$ cat src/rtl/patch_fetch_ctrl_if.sv
// Cache request bus between patch_fetch_ctrl (master) and cache_tfg (slave).
interface patch_fetch_ctrl_if #(
   parameter int N          = 16,
   parameter int ADDR_WIDTH = 21
);
   logic                  request;
   logic                  read_write;
   logic [ADDR_WIDTH-1:0] address;
   logic [N-1:0]          cache_data;
   logic                  cache_valid;
   logic                  cache_error;

   modport master (
      output request, read_write, address,
      input  cache_data, cache_valid, cache_error
   );

   modport slave (
      input  request, read_write, address,
      output cache_data, cache_valid, cache_error
   );
endinterface

$ cat src/rtl/patch_fetch_ctrl.sv
// Walks a patching mask, reads one activation per set bit from the cache and writes it into
// activation_cache. Optional one-shot retry per index when PATCH_FETCH_RETRY_EN is defined.
module patch_fetch_ctrl #(
   parameter int N          = 16,
   parameter int M          = 16,
   parameter int ADDR_WIDTH = 21,
   parameter int TIMEOUT    = 64
) (
   input  logic                  clk,
   input  logic                  reset,
   input  logic                  start,
   input  logic [ADDR_WIDTH-1:0] base_addr,
   input  logic [M-1:0]          p_mask,
   patch_fetch_ctrl_if.master    cache,
   output logic [$clog2(M)-1:0]  store_index,
   output logic [N-1:0]          store_data,
   output logic                  store_enable,
   output logic [M-1:0]          p_out,
   output logic                  busy,
   output logic                  done,
   output logic                  fetch_error
);
   localparam int IW = $clog2(M);
   localparam int CW = $clog2(TIMEOUT);

   typedef enum logic [2:0] {IDLE, SCAN, REQ, WAIT, DONE} state_e;

   state_e                state_q, state_d;
   logic [ADDR_WIDTH-1:0] base_q, base_d;
   logic [ADDR_WIDTH-1:0] address_q, address_d;
   logic [M-1:0]          pending_q, pending_d;
   logic [M-1:0]          p_out_q, p_out_d;
   logic [IW-1:0]         idx_q, idx_d;
   logic [CW-1:0]         cnt_q, cnt_d;
   logic                  request_q, request_d;
   logic                  done_q, done_d;
   logic                  fetch_error_q, fetch_error_d;
`ifdef PATCH_FETCH_RETRY_EN
   logic                  retried_q, retried_d;
`endif

   logic [IW-1:0] low_idx;
   logic          resp_ok;
   logic          resp_fail;

   // Scan from the top so the last assignment is the lowest set bit.
   always_comb begin
      low_idx = '0;
      for (int unsigned i = 0; i < M; i++) begin
         if (pending_q[M-1-i]) low_idx = IW'(M-1-i);
      end
   end

   // A timeout is only declared when no response arrives in the final WAIT cycle.
   assign resp_ok   = (state_q == WAIT) && cache.cache_valid && !cache.cache_error;
   assign resp_fail = (state_q == WAIT) &&
                      (cache.cache_error || (!cache.cache_valid && cnt_q == CW'(TIMEOUT - 1)));

   always_comb begin
      state_d       = state_q;
      base_d        = base_q;
      address_d     = address_q;
      pending_d     = pending_q;
      p_out_d       = p_out_q;
      idx_d         = idx_q;
      cnt_d         = cnt_q;
      request_d     = 1'b0;
      done_d        = 1'b0;
      fetch_error_d = fetch_error_q;
`ifdef PATCH_FETCH_RETRY_EN
      retried_d     = retried_q;
`endif
      case (state_q)
         IDLE: begin
            if (start) begin
               base_d        = base_addr;
               pending_d     = p_mask;
               p_out_d       = '0;
               fetch_error_d = 1'b0;
               state_d       = SCAN;
            end
         end
         SCAN: begin
`ifdef PATCH_FETCH_RETRY_EN
            retried_d = 1'b0;
`endif
            if (pending_q == '0) begin
               done_d  = 1'b1;
               state_d = DONE;
            end else begin
               idx_d     = low_idx;
               address_d = base_q + ADDR_WIDTH'(low_idx);
               request_d = 1'b1;
               state_d   = REQ;
            end
         end
         REQ: begin
            cnt_d   = '0;
            state_d = WAIT;
         end
         WAIT: begin
            if (resp_ok) begin
               p_out_d[idx_q]   = 1'b1;
               pending_d[idx_q] = 1'b0;
               state_d          = SCAN;
            end else if (resp_fail) begin
`ifdef PATCH_FETCH_RETRY_EN
               if (!retried_q) begin
                  retried_d = 1'b1;
                  request_d = 1'b1;
                  state_d   = REQ;
               end else begin
                  fetch_error_d    = 1'b1;
                  pending_d[idx_q] = 1'b0;
                  state_d          = SCAN;
               end
`else
               fetch_error_d    = 1'b1;
               pending_d[idx_q] = 1'b0;
               state_d          = SCAN;
`endif
            end else begin
               cnt_d = cnt_q + 1'b1;
            end
         end
         DONE: begin
            state_d = IDLE;
         end
         default: state_d = IDLE;
      endcase
   end

   always_ff @(posedge clk) begin
      if (!reset) begin
         state_q       <= IDLE;
         base_q        <= '0;
         address_q     <= '0;
         pending_q     <= '0;
         p_out_q       <= '0;
         idx_q         <= '0;
         cnt_q         <= '0;
         request_q     <= 1'b0;
         done_q        <= 1'b0;
         fetch_error_q <= 1'b0;
`ifdef PATCH_FETCH_RETRY_EN
         retried_q     <= 1'b0;
`endif
      end else begin
         state_q       <= state_d;
         base_q        <= base_d;
         address_q     <= address_d;
         pending_q     <= pending_d;
         p_out_q       <= p_out_d;
         idx_q         <= idx_d;
         cnt_q         <= cnt_d;
         request_q     <= request_d;
         done_q        <= done_d;
         fetch_error_q <= fetch_error_d;
`ifdef PATCH_FETCH_RETRY_EN
         retried_q     <= retried_d;
`endif
      end
   end

   assign cache.request    = request_q;
   assign cache.read_write = 1'b1;
   assign cache.address    = address_q;

   assign store_enable = resp_ok;
   assign store_index  = idx_q;
   assign store_data   = resp_ok ? cache.cache_data : '0;
   assign p_out        = p_out_q;
   assign busy         = (state_q != IDLE);
   assign done         = done_q;
   assign fetch_error  = fetch_error_q;
endmodule

$ cat src/flat_wrapper.sv
// flat-port wrapper written by rule: the top's interface ports become plain ports
module patch_fetch_ctrl_flat 
#(
   parameter int N          = 16,
   parameter int M          = 16,
   parameter int ADDR_WIDTH = 21,
   parameter int TIMEOUT    = 64
)
  (clk, reset, start, base_addr, p_mask, store_index, store_data, store_enable, p_out, busy, done, fetch_error, cache_request, cache_read_write, cache_address, cache_cache_data, cache_cache_valid, cache_cache_error);
  patch_fetch_ctrl_if #(.N(N), .ADDR_WIDTH(ADDR_WIDTH)) cache_i ();
  input  logic clk;
  input  logic reset;
  input  logic start;
  input  logic [ADDR_WIDTH-1:0] base_addr;
  input  logic [M-1:0] p_mask;
  output logic [$clog2(M)-1:0] store_index;
  output logic [N-1:0] store_data;
  output logic store_enable;
  output logic [M-1:0] p_out;
  output logic busy;
  output logic done;
  output logic fetch_error;
  output wire logic [$bits(cache_i.request)-1:0] cache_request;
  output wire logic [$bits(cache_i.read_write)-1:0] cache_read_write;
  output wire logic [$bits(cache_i.address)-1:0] cache_address;
  input wire logic [$bits(cache_i.cache_data)-1:0] cache_cache_data;
  input wire logic [$bits(cache_i.cache_valid)-1:0] cache_cache_valid;
  input wire logic [$bits(cache_i.cache_error)-1:0] cache_cache_error;
  assign cache_request = cache_i.request;
  assign cache_read_write = cache_i.read_write;
  assign cache_address = cache_i.address;
  assign cache_i.cache_data = cache_cache_data;
  assign cache_i.cache_valid = cache_cache_valid;
  assign cache_i.cache_error = cache_cache_error;
  patch_fetch_ctrl #(.N(N), .M(M), .ADDR_WIDTH(ADDR_WIDTH), .TIMEOUT(TIMEOUT)) u_core (.clk(clk), .reset(reset), .start(start), .base_addr(base_addr), .p_mask(p_mask), .cache(cache_i), .store_index(store_index), .store_data(store_data), .store_enable(store_enable), .p_out(p_out), .busy(busy), .done(done), .fetch_error(fetch_error));
endmodule
$ cat config.mk
export PLATFORM = sky130hd
export DESIGN_NAME = patch_fetch_ctrl_flat
export DESIGN_NICKNAME = d
export VERILOG_FILES = /design/src/rtl/patch_fetch_ctrl_if.sv /design/src/rtl/patch_fetch_ctrl.sv /design/src/flat_wrapper.sv
export SDC_FILE = /design/constraint.sdc
export NUM_CORES = 1
export LEC_CHECK = 0
export ABC_AREA = 1
export CAP_MARGIN = 10
export CORE_MARGIN = 10
export CORE_UTILIZATION = 40
export DETAILED_ROUTE_END_ITERATION = 12
export PLACE_DENSITY = 0.69
export SYNTH_ARGS = -nofsm -noshare
export SYNTH_HDL_FRONTEND = slang
export SYNTH_SLANG_ARGS = --single-unit
$ cat constraint.sdc
create_clock -name clk -period 4.3 [get_ports clk]
set_clock_uncertainty 0.15 [all_clocks]
set_input_delay 0.86 -clock clk [delete_from_list [all_inputs] [get_ports clk]]
set_output_delay 0.86 -clock clk [all_outputs]
set_load 0.03 [all_outputs]
# Word level (Yosys, flattened, before mapping)
# Cells that the tools add are included.
word_totals:
  mem_bits_rw: 0
  latchBits: 0
  rom_bits: 0
  ff_bits: 90
  memories: 0
op_classes:
  div_mod_pow: 0
  n_eq_ne: 10
  reduce_logical: 21
  add_sub_neg: 2
  n_lt_le_gt_ge: 2
  muxes: 40
  multipliers: 0
  shifts: 0
  bitwise_logic: 4
ops:
  columns: ["cell", "count"]
  rows:
  - ["$mux W16", 6]
  - ["$mux W4", 16]
  - ["$pmux W16 S2", 2]
  - ["$add A21 B4 Y21", 1]
  - ["$and A16 B16 Y16", 1]
  - ["$logic_not A16 Y1", 1]
  - ["$not A16 Y16", 1]
  - ["$or A16 B16 Y16", 1]
  - ["$mux W3", 4]
  - ["$mux W6", 2]
  - ["$pmux W3 S4", 1]
  - ["$pmux W6 S2", 1]
  - ["$reduce_and A3 Y1", 3]
  - ["$reduce_and A2 Y1", 4]
  - ["$add A6 B1 Y6 const B", 1]
  - ["$eq A3 B2 Y1 const B", 2]
  - ["$eq A6 B6 Y1 const B", 1]
  - ["$mux W1", 6]
  - ["$ne A2 B2 Y1 const B", 3]
  - ["$logic_and A1 B1 Y1", 5]
  - ["$lt A4 B5 Y1 const B", 1]
  - ["$demux W1 S4", 1]
  - ["$ge A4 B1 Y1 const B", 1]
  - ["$ne A2 B1 Y1 const B", 2]
  - ["10 further kinds", 12]

# Logic depth before layout (Yosys ltp)
# Gate-level depths: netlist of run 1.
depth:
  word_depth: 17
  depth_mapped: 30

# Worst setup path before layout of run 1
# No wires, ideal clock.
synth_path:
  path_kind: "input -> output"
  start: "in cache_cache_valid"
  end: "out store_data[10]"
  slack_ns: 1.035
  arrival_ns: 2.255
  cell_stages: 5
  path_cell_list: "inv_1 > nor3_2 > inv_2 > clkbuf_1 > nor2_1"
synth_via:
  elab_chain_cells: 3
synth_rtl:
  columns: ["item", "line", "text"]
  rows:
  - ["from (decl)", "flat_wrapper.sv:27", "input wire logic [$bits(cache_i.cache_valid)-1:0] cache_cache_valid;"]
  - ["$logic_and A1 B1 Y1 (2 in series)", "patch_fetch_ctrl.sv:55", "assign resp_ok = (state_q == WAIT) && cache.cache_valid && !cache.cache_error;"]
  - ["net store_enable", "flat_wrapper.sv:18", "output logic store_enable;"]
  - ["$mux W16", "patch_fetch_ctrl.sv:171", "assign store_data = resp_ok ? cache.cache_data : '0;"]
  - ["to (decl)", "flat_wrapper.sv:17", "output logic [N-1:0] store_data;"]
# The timed path passes the listed nets, and every way through them passes these cells.

# Worst setup path in the final report of run 1
layout_path:
  start: "in cache_cache_valid"
  end: "out store_data[10]"
layout_via:
  elab_chain_cells: 3
layout_rtl:
  columns: ["item", "line"]
  rows:
  - ["$logic_and A1 B1 Y1 (2 in series)", "patch_fetch_ctrl.sv:55"]
  - ["$mux W16", "patch_fetch_ctrl.sv:171"]
# Every way passes these cells.

==> results_dict.tcl, run 1 <==
set metrics [dict create \
    grt_overflow 0 \
    grt_first_pass_wirelength_um 20900 \
    combPwrFrac_pct 44.8 \
    nets 768 \
    routed-via-count 4236 \
    yosys.cell_count.top_type "dfxtp_1" \
    worstHoldPathType "flop to flop" \
    fp.dieW_um 124 \
    period_needed_ns 3.60 \
    cts_setup_buffers 0 \
    routed_via_density 4.99 \
    netSwitchingFraction_pct 44.1 \
    fmax_ghz 0.278 \
    ioPinCount 121 \
    wl_um 12600 \
    cts-root-buf "clkbuf_8" \
    fillCellCount 1045 \
    ys_types 37 \
    max_cap_viol_count 0 \
    worst_setup_path_start_kind "input port" \
    h-tree-depth 3 \
    core_area_um2 10700 \
    ctsResizeCount 0 \
    criticalPathCategory "input port to output pin" \
    dp_hpwl_um 9680 \
    fin_crit_sh_pct 83.7 \
    grt_use_met2_pct 25.2 \
    finalSetupTns_ns 0 \
    netlist.area_leader.share_pct 41.3 \
    p_switching_mw 1.35 \
    hold_buffers 0 \
    synth_top_flop_cell "dfxtp_1" \
    crit_arrival_ns 2.59 \
    first_pass_iters 4 \
    die_h_um 124 \
    grt_util_met1_pct 20.0 \
    peakVddDrop_v 0.000339 \
    synth_area_leader_cell "dfxtp_1" \
    yosys-top-cells-count "dfxtp_1, nor2_1, inv_1" \
    status "complete, no violations" \
    power_mw 3.06 \
    place_ws_ns 0.661 \
    clock-sinks 90 \
    slew_headroom_pct 25.6 \
    cts_buffers 9 \
    rsz0062_at_grt "no" \
    cts.clk_slew.worst_paths_ns 0.08 \
    place.gp.congestion 0.892 \
    seqPwrFrac_pct 37.8 \
    syn_avg_cell_area_um2 7.26 \
    core.rowCount 38 \
    hold_viol 0 \
    wl_per_cell_um 14.8 \
    synthTopCellsByArea "dfxtp_1, a21oi_1, nor2_1" \
    dieArea_um2 15500 \
    clockBufferDepth 2 \
    gr-max-usage-layer "met2" \
    ys_seq_area_share_pct 41.3 \
    required_ns 3.29 \
    io_buffer_count 119 \
    antenna_found_initial 0 \
    drc 0 \
    clk_latency_ns 0.38 \
    postRouteAntennaNets 0 \
    async_reset_ff_share_pct 0 \
    cts_tree "done" \
    syn_area_um2 4360 \
    p_leak_nw 2.34 \
    synth_nets 665 \
    antenna_cells 0 \
    intPower_mw 1.71 \
    synth_edf_count 0 \
    grt_pass1_vias 4147 \
    finalSetupViolCount 0 \
    slew_violations 0 \
    drt_iter0_drc 220 \
    start_util_pct 40.6 \
    syn_inst 601 \
    power_density_nw_per_um2 530 \
    area_growth_pct 32.6 \
    end_kind "output pin" \
    fin_ws_ns 0.699 \
    p_clk_share_pct 17.4 \
    track_usage_pct 16.0 \
    grt_max_degree 53 \
    met3_usage_pct 4.30 \
    worst_slew_pin_slew_ns 1.12 \
    path_max_fanout 19 \
    layout-drive-gt1-share_pct 8.32 \
    ys_ff_latch 90 \
    ys_warn_count 0 \
]
-- metrics by stage --
| step | cells | cell area [um2] | hold slack [ns] | utilization [%] |
|---|---|---|---|---|
| floorplan | 601 | 4360 | 0.277 | - |
| global placement | 833 | 5600 | 0.305 | 52.2 |
| detailed placement | 833 | 5600 | 0.311 | 52.2 |
| CTS | 849 | 5780 | 0.328 | 53.8 |
| global route | 849 | 5780 | 0.341 | 53.8 |
| finish | 849 | 5780 | 0.326 | 53.8 |
-- final timing paths --
check                                           from                        to  slack [ns]  cells after the start
worst max-delay path               cache_cache_valid            store_data[10]        0.70                      6
worst min-delay path                u_core.base_q[3]          u_core.base_q[3]        0.33                      2
worst max register to register  u_core.pending_q[13]  u_core.cache.address[16]        1.03                     29
worst min register to register      u_core.base_q[3]          u_core.base_q[3]        0.33                      2
-- per-layer routing --
layer / vias up / share of wire, %
met4: 0 / 2.1
met1: 1904 / 48
met3: 19 / 5.6
met2: 137 / 45
li1: 2176 / -
met5: - / 0
-- power groups by stage --
stage	sequential [mW]	combinational, mW	clock [mW]
after floorplan	1.33	0.751	0
after global placement	1.17	1.35	0
after detailed placement	1.17	1.37	0
after CTS	1.16	1.38	0.548
after global routing	1.18	1.53	0.581
final	1.16	1.37	0.533
-- flip-flops by register name, indices dropped and copies added, names as in the netlist --
signal                count
u_core.p_out             16
u_core.cache.request      1
u_core.state_q            3
u_core.done               1
u_core.cnt_q              6
u_core.fetch_error        1
u_core.cache.address     21
u_core.base_q            21
u_core.pending_q         16
u_core.store_index        4
-- placed cells by master, fill, tap and decap left out, types with 11 or more instances in the layout --
master / instances
dfxtp_1: 90
nor2_1: 88
a21oi_2: 11
inv_1: 85
o21ai_0: 48
nand3_1: 36
nand4_1: 21
clkdlybuf4s50_1: 119
a21oi_1: 66
nand2_1: 54
-- worst max-delay path, cell delays in order --
cell and delay (ns):
clkdlybuf4s50_1 0.45, inv_1 0.05, nor3_2 0.22, inv_2 0.18, nor2_1 0.14, clkdlybuf4s50_1 0.68
-- cell type report --
type	count	area, um2	area share [%]
clock inverter	7	52.6	0.909
tap	140	175	3.03
sequential	90	1800	31.2
timing repair buffer	121	1210	20.9
multi-input combinational	392	2080	36.0
inverter	90	340	5.89
clock buffer	9	124	2.14
-- cells by family after synthesis --
family | share of synthesized area [%]
AOI/OAI and AO/OA | 19.4
other | 0.0860
xor gates and xnor gates | 2.41
and+or+nand+nor | 24.0
adders and majority gates | 1.89
buffers and inverters | 11.0
DFF | 41.3
Note: power is estimated with default switching activity, not from simulation.
==> inputs of run 2 (changes only) <==
==> constraint.sdc (replaced) <==
create_clock -name clk -period 3.5 [get_ports clk]
set_clock_uncertainty 0.15 [all_clocks]
set_input_delay 0.7 -clock clk [delete_from_list [all_inputs] [get_ports clk]]
set_output_delay 0.7 -clock clk [all_outputs]
set_load 0.03 [all_outputs]
==> run 2 against run 1 <==
Die area did not move; critical path depth up 23; worst hold slack worse by 0.0080 ns; design area rose by 1.3%; sequential share of layout area down 0.41 points; largest power group unchanged; worst setup slack got worse by 0.32 ns; sequential power increased by 22%; combinational power increased by 25%; total power up 23%.
==> results_dict.tcl, run 2 (synthesis results as in run 1) <==
set metrics [dict create \
    nets 773 \
    r2r-end "u_core.cache.address[16]" \
    cts_tree "done" \
    clock-sinks 90 \
    dp_hpwl_um 9740 \
    area_growth_pct 34.3 \
    slew_headroom_pct 25.5 \
    power_density_nw_per_um2 644 \
    core.rowCount 38 \
    hold_start "u_core.base_q[2]" \
    min_to "u_core.base_q[2]" \
    grt_pass1_vias 4168 \
    first_pass_iters 5 \
    crit_path_top_delay_cell "dfxtp_1" \
    wl_per_cell_um 14.8 \
    criticalPathCategory "flop to flop" \
    min_path_cells 2 \
    fp.dieW_um 124 \
    finalSetupTns_ns 0 \
    mostFrequentLayoutCells "clkdlybuf4s50_1, dfxtp_1, nor2_1" \
    postRouteAntennaNets 0 \
    cts.clk_slew.worst_paths_ns 0.09 \
    regArea_um2 1800 \
    rrSetupSlack_ns 0.38 \
    crit_arrival_ns 3.23 \
    worstHoldPathType "flop to flop" \
    worst_slew_pin_slew_ns 1.12 \
    start_util_pct 40.6 \
    multiInputGateArea_um2 2090 \
    hold_viol 0 \
    design_area_um2 5860 \
    slew_violations 0 \
    grt_use_met2_pct 25.7 \
    grt_overflow 0 \
    grt_first_pass_wirelength_um 20800 \
    peakVddDrop_v 0.000344 \
    required_ns 3.61 \
    fmax_ghz 0.320 \
    layout_commonest_cell "clkdlybuf4s50_1" \
    max_cap_viol_count 0 \
    cts-root-buf "clkbuf_8" \
    path_max_fanout 3 \
    dieArea_um2 15500 \
    status "complete, no violations" \
    cts_buffers 9 \
    track_usage_pct 15.7 \
    routed-via-count 4227 \
    period_needed_ns 3.12 \
    dpl-instance-area_um2 5640 \
    antenna_found_initial 0 \
    drc 0 \
    io_buffer_count 119 \
    antenna_cells 0 \
    grt_util_met1_pct 19.3 \
    hold_buffers 0 \
    worst_setup_path_start_kind "flop" \
    cpPeakStageDelay_ns 0.39 \
    cts_setup_buffers 0 \
    gr-max-usage-layer "met2" \
    fin_crit_sh_pct 89.2 \
    clk_latency_ns 0.37 \
    clockBufferDepth 2 \
    reg2reg_from "u_core.pending_q[13]" \
    place.gp.congestion 0.915 \
    h-tree-depth 3 \
    crit_top_cell "nand2_1" \
    met3_usage_pct 4.94 \
    grt_max_degree 44 \
    wl_um 12600 \
    routed_via_density 4.95 \
    drt_iter0_drc 214 \
    layout-drive-gt1-share_pct 9.10 \
    die_h_um 124 \
    core_area_um2 10700 \
    end_kind "flop" \
    fillCellCount 993 \
    p_leak_nw 2.67 \
    ctsResizeCount 0 \
    finalSetupViolCount 0 \
    ioPinCount 121 \
    reg2reg_depth 29 \
]
==> run 2: worst max-delay path by stage <==
stage,from,to,slack (ns),cells after the start
2_1_floorplan,cache_cache_valid,store_data[10],0.56,5
3_3_place_gp,cache_cache_valid,store_data[3],0.23,6
3_5_place_dp,cache_cache_valid,store_data[14],0.17,6
4_1_cts,u_core.state_q[1],store_data[14],0.03,7
5_1_grt,u_core.pending_q[13],u_core.cache.address[16],-0.005,29
6_report,u_core.pending_q[13],u_core.cache.address[16],0.38,29
==> run 2: final cells by class <==
| type | instances | share of cell area (%) |
|---|---|---|
| multi-input combinational | 392 | 35.6 |
| sequential | 90 | 30.8 |
| timing repair buffer | 126 | 21.9 |
| inverter | 90 | 5.81 |
| tap | 140 | 2.99 |
| clock buffer | 10 | 2.18 |
| clock inverter | 6 | 0.705 |
==> run 2: critical path: cells and delay by family (launching register included) <==
family | cells | cell delay (ns)
simple gates | 23 | 1.77
flops | 1 | 0.39
fa+ha+maj | 2 | 0.38
buf+inv | 3 | 0.20
compound gates | 1 | 0.13
==> run 2: per-stage QoR <==
| step | power (mW) | instances | hold WS, ns | setup WS, ns | utilization [%] |
|---|---|---|---|---|---|
| after CTS | 3.81 | 854 | 0.320 | 0.0318 | 54.1 |
| after global placement | 3.12 | 838 | 0.304 | 0.225 | 52.5 |
| after floorplan | 2.56 | 601 | 0.277 | 0.555 | - |
| after global routing | 4.04 | 854 | 0.343 | -0.00483 | 54.5 |
| after detailed placement | 3.15 | 838 | 0.306 | 0.165 | 52.5 |
| final | 3.78 | 854 | 0.318 | 0.377 | 54.5 |
==> run 2: where the power goes <==
part / switching (mW) / total [mW] / internal (mW)
clock: 0.385 / 0.646 / 0.261
sequential: 0.172 / 1.42 / 1.25
combinational: 1.10 / 1.71 / 0.614
total: 1.65 / 3.78 / 2.12
==> run 2: metal layers <==
| layer | wire, um | vias up |
|---|---|---|
| li1 | - | 2189 |
| met1 | 5920 | 1902 |
| met2 | 5740 | 123 |
| met3 | 786 | 13 |
| met4 | 166 | 0 |
| met5 | 0 | - |
